`src/rtl/mcpu_ctrl.sv`:
```
// rtl/mcpu_ctrl.sv - multi-cycle MIPS control FSM (Moore)
// Define MCPU_BUS_WAIT_EN to stall IF/MRD/MWR until MIO_ready.
module mcpu_ctrl (
  input  logic        clk,
  input  logic        rst_n,
  input  logic [31:0] Inst_in,
  input  logic        MIO_ready,
  input  logic        zero,
  output logic        PCWrite,
  output logic        PCWriteCond,
  output logic        Beq,
  output logic        IorD,
  output logic        MemRead,
  output logic        MemWrite,
  output logic        IRWrite,
  output logic        ALUSrcA,
  output logic        RegWrite,
  output logic        ImmZext,
  output logic        CPU_MIO,
  output logic [1:0]  ALUSrcB,
  output logic [1:0]  RegDst,
  output logic [1:0]  MemtoReg,
  output logic [1:0]  PCSource,
  output logic [2:0]  ALU_Control,
  output logic [3:0]  state
);

  typedef enum logic [3:0] {
    S_IF = 4'd0, S_ID = 4'd1, S_MA = 4'd2, S_MRD = 4'd3, S_MWR = 4'd4,
    S_LWB = 4'd5, S_REX = 4'd6, S_RWB = 4'd7, S_BR = 4'd8, S_JMP = 4'd9,
    S_IEX = 4'd10, S_IWB = 4'd11, S_JAL = 4'd12, S_JR = 4'd13
  } state_t;

  localparam logic [2:0] ALU_AND = 3'b000, ALU_OR  = 3'b001, ALU_ADD = 3'b010,
                         ALU_XOR = 3'b011, ALU_NOR = 3'b100, ALU_SRL = 3'b101,
                         ALU_SUB = 3'b110, ALU_SLT = 3'b111;

  state_t     state_q, state_d;
  logic [5:0] opcode, fun;
  logic       is_jr_fun, bus_wait;
  logic       unused_ok;

  assign opcode    = Inst_in[31:26];
  assign fun       = Inst_in[5:0];
  assign is_jr_fun = (fun == 6'b001000) || (fun == 6'b001001);
  assign state     = state_q;
  // zero is consumed by the datapath's branch gate, not here
  assign unused_ok = ^{zero, MIO_ready, Inst_in[25:6]};

`ifdef MCPU_BUS_WAIT_EN
  assign bus_wait = !MIO_ready;
`else
  assign bus_wait = 1'b0;
`endif

  always_comb begin
    state_d = S_IF;
    case (state_q)
      S_IF:  state_d = bus_wait ? S_IF : S_ID;
      S_ID: begin
        case (opcode)
          6'b100011, 6'b101011: state_d = S_MA;
          6'b000000:            state_d = is_jr_fun ? S_JR : S_REX;
          6'b000100, 6'b000101: state_d = S_BR;
          6'b000010:            state_d = S_JMP;
          6'b000011:            state_d = S_JAL;
          6'b001000, 6'b001100, 6'b001101,
          6'b001110, 6'b001010, 6'b001111: state_d = S_IEX;
          default:              state_d = S_IF;
        endcase
      end
      S_MA:  state_d = (opcode == 6'b100011) ? S_MRD : S_MWR;
      S_MRD: state_d = bus_wait ? S_MRD : S_LWB;
      S_MWR: state_d = bus_wait ? S_MWR : S_IF;
      S_REX: state_d = S_RWB;
      S_IEX: state_d = S_IWB;
      default: state_d = S_IF;
    endcase
  end

  always_ff @(posedge clk) begin
    if (!rst_n) state_q <= S_IF;
    else        state_q <= state_d;
  end

  always_comb begin
    PCWrite = 1'b0; PCWriteCond = 1'b0; Beq = 1'b0; IorD = 1'b0;
    MemRead = 1'b0; MemWrite = 1'b0; IRWrite = 1'b0; ALUSrcA = 1'b0;
    RegWrite = 1'b0; ImmZext = 1'b0; CPU_MIO = 1'b0;
    ALUSrcB = 2'b00; RegDst = 2'b00; MemtoReg = 2'b00; PCSource = 2'b00;
    ALU_Control = ALU_AND;
    case (state_q)
      S_IF: begin
        MemRead = 1'b1; CPU_MIO = 1'b1;
        IRWrite = !bus_wait; PCWrite = !bus_wait;
        ALUSrcB = 2'b01; ALU_Control = ALU_ADD;
      end
      S_ID: begin
        ALUSrcB = 2'b11; ALU_Control = ALU_ADD;
      end
      S_MA: begin
        ALUSrcA = 1'b1; ALUSrcB = 2'b10; ALU_Control = ALU_ADD;
      end
      S_MRD: begin
        MemRead = 1'b1; IorD = 1'b1; CPU_MIO = 1'b1;
      end
      S_MWR: begin
        MemWrite = !bus_wait; IorD = 1'b1; CPU_MIO = 1'b1;
      end
      S_LWB: begin
        RegWrite = 1'b1; MemtoReg = 2'b01;
      end
      S_REX: begin
        ALUSrcA = 1'b1;
        case (fun)
          6'b100010: ALU_Control = ALU_SUB;
          6'b100100: ALU_Control = ALU_AND;
          6'b100101: ALU_Control = ALU_OR;
          6'b100110: ALU_Control = ALU_XOR;
          6'b100111: ALU_Control = ALU_NOR;
          6'b101010: ALU_Control = ALU_SLT;
          6'b000010: ALU_Control = ALU_SRL;
          default:   ALU_Control = ALU_ADD;
        endcase
      end
      S_RWB: begin
        RegWrite = 1'b1; RegDst = 2'b01;
      end
      S_BR: begin
        ALUSrcA = 1'b1; ALU_Control = ALU_SUB; PCSource = 2'b01;
        PCWriteCond = 1'b1; Beq = (opcode == 6'b000100);
      end
      S_JMP: begin
        PCWrite = 1'b1; PCSource = 2'b10;
      end
      S_JAL: begin
        PCWrite = 1'b1; PCSource = 2'b10;
        RegWrite = 1'b1; RegDst = 2'b10; MemtoReg = 2'b10;
      end
      S_JR: begin
        PCWrite = 1'b1; PCSource = 2'b11;
        if (fun == 6'b001001) begin
          RegWrite = 1'b1; RegDst = 2'b01; MemtoReg = 2'b10;
        end
      end
      S_IEX: begin
        ALUSrcA = 1'b1; ALUSrcB = 2'b10;
        case (opcode)
          6'b001100: begin ALU_Control = ALU_AND; ImmZext = 1'b1; end
          6'b001101: begin ALU_Control = ALU_OR;  ImmZext = 1'b1; end
          6'b001110: begin ALU_Control = ALU_XOR; ImmZext = 1'b1; end
          6'b001010: ALU_Control = ALU_SLT;
          default:   ALU_Control = ALU_ADD;
        endcase
      end
      S_IWB: begin
        RegWrite = 1'b1;
        MemtoReg = (opcode == 6'b001111) ? 2'b11 : 2'b00;
      end
      default: ;
    endcase
  end

endmodule

```
`config.mk`:
```
export PLATFORM = sky130hd
export DESIGN_NAME = mcpu_ctrl
export DESIGN_NICKNAME = d
export VERILOG_FILES = /design/src/rtl/mcpu_ctrl.sv
export SDC_FILE = /design/constraint.sdc
export NUM_CORES = 1
export LEC_CHECK = 0
export BUFFER_PORTS_ARGS = -buffer_cell sky130_fd_sc_hd__buf_2
export CAP_MARGIN = 20
export CELL_PAD_IN_SITES_DETAIL_PLACEMENT = 2
export CELL_PAD_IN_SITES_GLOBAL_PLACEMENT = 2
export CORE_ASPECT_RATIO = 2
export CORE_MARGIN = 1
export CORE_UTILIZATION = 16
export CTS_CLUSTER_DIAMETER = 120
export DETAILED_ROUTE_END_ITERATION = 12
export PLACE_DENSITY_LB_ADDON = 0.1
export REMOVE_ABC_BUFFERS = 1
export SLEW_MARGIN = 25
export SYNTH_ARGS = -nofsm -noshare
export SYNTH_HDL_FRONTEND = slang
export SYNTH_SLANG_ARGS = --single-unit
```
`constraint.sdc`:
```
create_clock -name clk -period 1.55 [get_ports clk]
set_clock_uncertainty 0.05 [all_clocks]
set_input_delay 0.31 -clock clk [delete_from_list [all_inputs] [get_ports clk]]
set_output_delay 0.31 -clock clk [all_outputs]
set_load 0.1 [all_outputs]
```
* Word-level counts from Yosys, hierarchy flattened
Cells that the tools add are included.
Cells by class: reduce and logical (&&, ||, !) cells 16, eq/ne operators 34, mux-type cells 27
Operators with widths (number):
- 6-bit by 4-bit equality test with 1-bit output (second input constant) | 8
- 6-bit equality test (second input constant) | 8
- 4-bit case mux with 6 select lines | 2
- 4-bit equality test (second input constant) | 6
- 3-bit case mux with 4 select lines | 2
- 3-bit case mux with 7 select lines | 1
- 6-bit by 2-bit equality test with 1-bit output (second input constant) | 3
- 2-bit case mux with 3 select lines | 3
- 4-bit by 3-bit equality test with 1-bit output (second input constant) | 4
- 1-bit 2-to-1 mux | 13
- 6-bit by 3-bit equality test with 1-bit output (second input constant) | 2
- 2-bit OR reduction | 6
- 4-bit OR reduction | 3
- 3-bit OR reduction | 3
- 4-bit by 2-bit equality test with 1-bit output (second input constant) | 2
- 2-bit case mux with 4 select lines | 1
- 6-bit logical NOT | 1
- 6-bit OR reduction | 1
- 4-bit by 1-bit equality test with 1-bit output (second input constant) | 1
- 4-bit logical NOT | 1
- 2-bit 2-to-1 mux | 2
- 4-bit 2-to-1 mux | 1
- 3-bit 2-to-1 mux | 1
- 1-bit case mux with 2 select lines | 1
- 1-bit logical OR | 1
Storage, ports and cells: input bits 36, word-level logic and storage cells 78, output and inout port bits 26, register bits 4

* Logic depth before layout (Yosys ltp)
depth in word-level cells 5, mapped depth 5

* Least setup slack after synthesis
Ideal clock, no wire load.
path kind flip-flop to output port, start point reg state_q[3] (netlist: state[3]), end point out ALUSrcA, data required time 1.190 ns, arrival 3.707 ns, path buffers 1, slack -2.517 ns, stages on the path, launching flop included 4, path through dfxtp_1 > clkbuf_1 > nor2_1 > a211oi_1
Between the ends: cells in the longest elaborated chain, start to end 3, elaborated cells on any way between the ends 6, classes of those cells 4 x eq/ne; 1 x mux; 1 x reduce/logical
RTL lines:
- start, declared | RTL line 38 | state_t state_q, state_d;
- start signal, assigned | RTL line 83 | else state_q <= state_d;
- 4-bit equality test (tied with other cells) | RTL line 92 | case (state_q)
- 4-bit OR reduction (no source line) *
- 1-bit 2-to-1 mux * | RTL line 92
- end, declared | RTL line 16 | output logic ALUSrcA,
Every way passes the cells marked *; elsewhere a longest branch is shown, timed or not.

* Worst setup path after layout
start point in Inst_in[5], end point out RegDst[0]
Between the ends: cells in the longest elaborated chain, start to end 3
RTL lines:
- start, declared | RTL line 6 | input logic [31:0] Inst_in,
- 6-bit by 4-bit equality test with 1-bit output | RTL line 142 | if (fun == 6'b001001) begin
- 1-bit 2-to-1 mux | RTL line 142
- 2-bit case mux with 3 select lines | RTL line 92
- end, declared | RTL line 21 | output logic [1:0] RegDst,
No other way between the ends.

==> results.json <==
{
  "outcome": "finished, violations left",
  "failed_checks": "setup timing",
  "row_count": 35,
  "syn_avg_cell_area_um2": 6.327,
  "hold_buffers": 0,
  "io_buffer_count": 39,
  "drt_iter0_drc": 11,
  "final_util_pct": 54.45,
  "finalCritPeriodShare_pct": 132.5,
  "netlist.area_leader.share_pct": 10.21,
  "finalMaxSlewViolations": 0,
  "yosysUniqueCellTypes": 49,
  "critical_path_buf_inv_count": 2,
  "yosysWarnings": 0,
  "pre_cts_ws_ps": -595.5,
  "min_period_ps": 2054,
  "synth_seq_cells": 4,
  "grt_pass1_vias": 1631,
  "die_width_um": 51.52,
  "numCtsBuffers": 3,
  "syn-instance-count": 124,
  "power_leakage_nw": 1.045,
  "rsz0062_at_grt": "true",
  "setup_viol": 22,
  "synth_most_common_cell": "nor2_1",
  "ios": 62,
  "required_ps": 1190,
  "avgViaCountPerCell": 5.245,
  "synth_area_um2": 784.5,
  "drv_cap": 0,
  "regToRegSetupSlack_ps": 10,
  "final_nets": 269,
  "fp.coreArea_mm2": 0.004642,
  "cts_root_buf": "clkbuf_8",
  "multi_input_area_mm2": 0.001039,
  "relSlewSlack_pct": 67.51,
  "critPathLaunchType": "input pin",
  "clockBufferDepth": 2,
  "ir_drop_uv": 427.7,
  "die_area_mm2": 0.005204,
  "seq_area_frac_synth_pct": 10.21,
  "insertedDiodeCount": 0,
  "worstPathMaxFanout": 4,
  "clock.fmax_mhz": 486.8,
  "setup_ws_ps": -504.2,
  "drive_gt1_share_pct": 80.09,
  "cts_tree": "done",
  "tightest_slew_ps": 483.2,
  "initial_core_util_pct": 16.90,
  "gp_congestion": 0.7597,
  "cpPeakStageDelay_ps": 560,
  "nFillCells": 468,
  "drc_errors": 0,
  "clk_pin_slew_worst_paths_ps": 40,
  "yosys.area.top_type": "dfxtp_1",
  "hpwl_mm": 3.741,
  "ant_nets": 0,
  "path_cells": "buf_6 -> or4b_4 -> or3_4 -> a21oi_4 -> buf_12",
  "ys_top_cells_by_count": "18 x nor2_1, 10 x nand2_1, 10 x nand2b_1",
  "finalHoldViolCount": 0,
  "area_delta_synth_final_pct": 222.2,
  "grt_use_total_pct": 23.00,
  "p_per_area_mw_per_mm2": 477.0,
  "synth_edf_count": 0,
  "ff_latch_area_um2": 95.09,
  "num_vias": 1500,
  "synth_ff_type": "dfxtp_1",
  "critPathTopFamily": "simple AND/OR/NAND/NOR gates",
  "ctsHtreeMaxLevel": 1,
  "setup_tns_ps": -6355,
  "clock-sinks": 4,
  "power_mw": 1.205,
  "end_kind": "primary output",
  "grt_pass1_wl_mm": 8.749,
  "cp_slowest_cell": "or4b_4",
  "clk_latency_ps": 230,
  "largest_reg_flops": 4,
  "routedWlPerCell_um": 24.67,
  "worstSetupPathType": "input pin to primary output",
  "synthArstFlopShare_pct": 0,
  "grt_overflow_total": 0,
  "grt_antenna_before_repair": 0,
  "yosys-top-cells-area": "dfxtp_1 10%, nor2_1 8.6%, nand2b_1 8.0%",
  "worstPathArrival_ps": 1690,
  "min_path_type": "input pin to flop",
  "drt-total-wl_mm": 7.056,
  "die_y_um": 101.0,
  "drtPass1Iterations": 4,
  "grt_max_degree": 11
}
==> through the flow <==
stage / std cells / hold WS (ps) / area [um2]
floorplan: 114 / 456.2 / 744.5
global placement: 259 / 594.3 / 1767
detailed placement: 259 / 628.6 / 1767
CTS: 278 / 391.2 / 2286
global route: 286 / 346.9 / 2527
finish: 286 / 342.6 / 2527
==> layout by cell type (no fill, tap or decap), drive strengths merged, types with 2 or more instances in the layout <==
cell type and n:
nand4 2, a21oi 7, xnor2 2, o21ai 5
o21a 2, dfxtp 4, o22ai 2, nand4b 2
nand2b 10, inv 3, or2 3, clkbuf 3
buf 114, o31ai 3, nor3 4, nand2 10
nor3b 2, nor2b 4, nand3 3, nor2 18
a31oi 2
==> worst paths after layout <==
path,cells after the start,end,startpoint
worst max-delay path,5,RegDst[0],Inst_in[5]
worst max register to register,6,state[1]$_SDFF_PN0_,state[3]$_SDFF_PN0_
worst min-delay path,3,state[0]$_SDFF_PN0_,rst_n
worst min register to register,4,state[2]$_SDFF_PN0_,state[0]$_SDFF_PN0_
==> per-layer routing <==
layer / GRT usage [%] / vias to the layer above / wire [um]
li1: - / 675 / -
met1: 22.47 / 745 / 2386
met2: 47.25 / 50 / 4059
met3: 1.961 / 30 / 160
met4: 7.069 / 0 / 450
met5: 0 / - / 0
==> cells by family (layout without fill, tap and decap cells) <==
logic type | count (synthesis) | count (layout) | synth area share [%]
xor gates and xnor gates | 2 | 2 | 2.233
buffers and inverters | 13 | 120 | 6.539
and+or+nand+nor | 68 | 68 | 47.69
muxes | 2 | 2 | 2.711
AOI/OAI and AO/OA | 35 | 35 | 30.62
DFF | 4 | 4 | 10.21
==> final cells by class <==
cell class                 count  share of cell area, %
inverter                       3                 0.6436
clock buffer                   3                  1.634
multi-input combinational    107                  41.09
sequential                     4                  3.762
timing repair buffer         114                  50.15
tap                           55                  2.723
==> what timing repair did <==
action                     in CTS  in global routing
buffers inserted               17                 12
pin swaps                      25                 23
resized for setup              92                 44
setup endpoints to repair      26                 26
==> report_power, final <==
| group | switching [mW] | total, mW | internal [mW] |
|---|---|---|---|
| registers | 0.0105 | 0.115 | 0.105 |
| logic | 0.490 | 0.851 | 0.360 |
| clock network | 0.0724 | 0.240 | 0.167 |
| total | 0.573 | 1.21 | 0.632 |
==> worst register-to-register path, stage by stage, from the launching register on <==
cell	delay, ps
dfxtp_4	360
buf_6	140
or2_4	240
buf_4	160
a31o_2	250
nand2_2	120
a311oi_1	90
(Power assumes the default switching activity.)
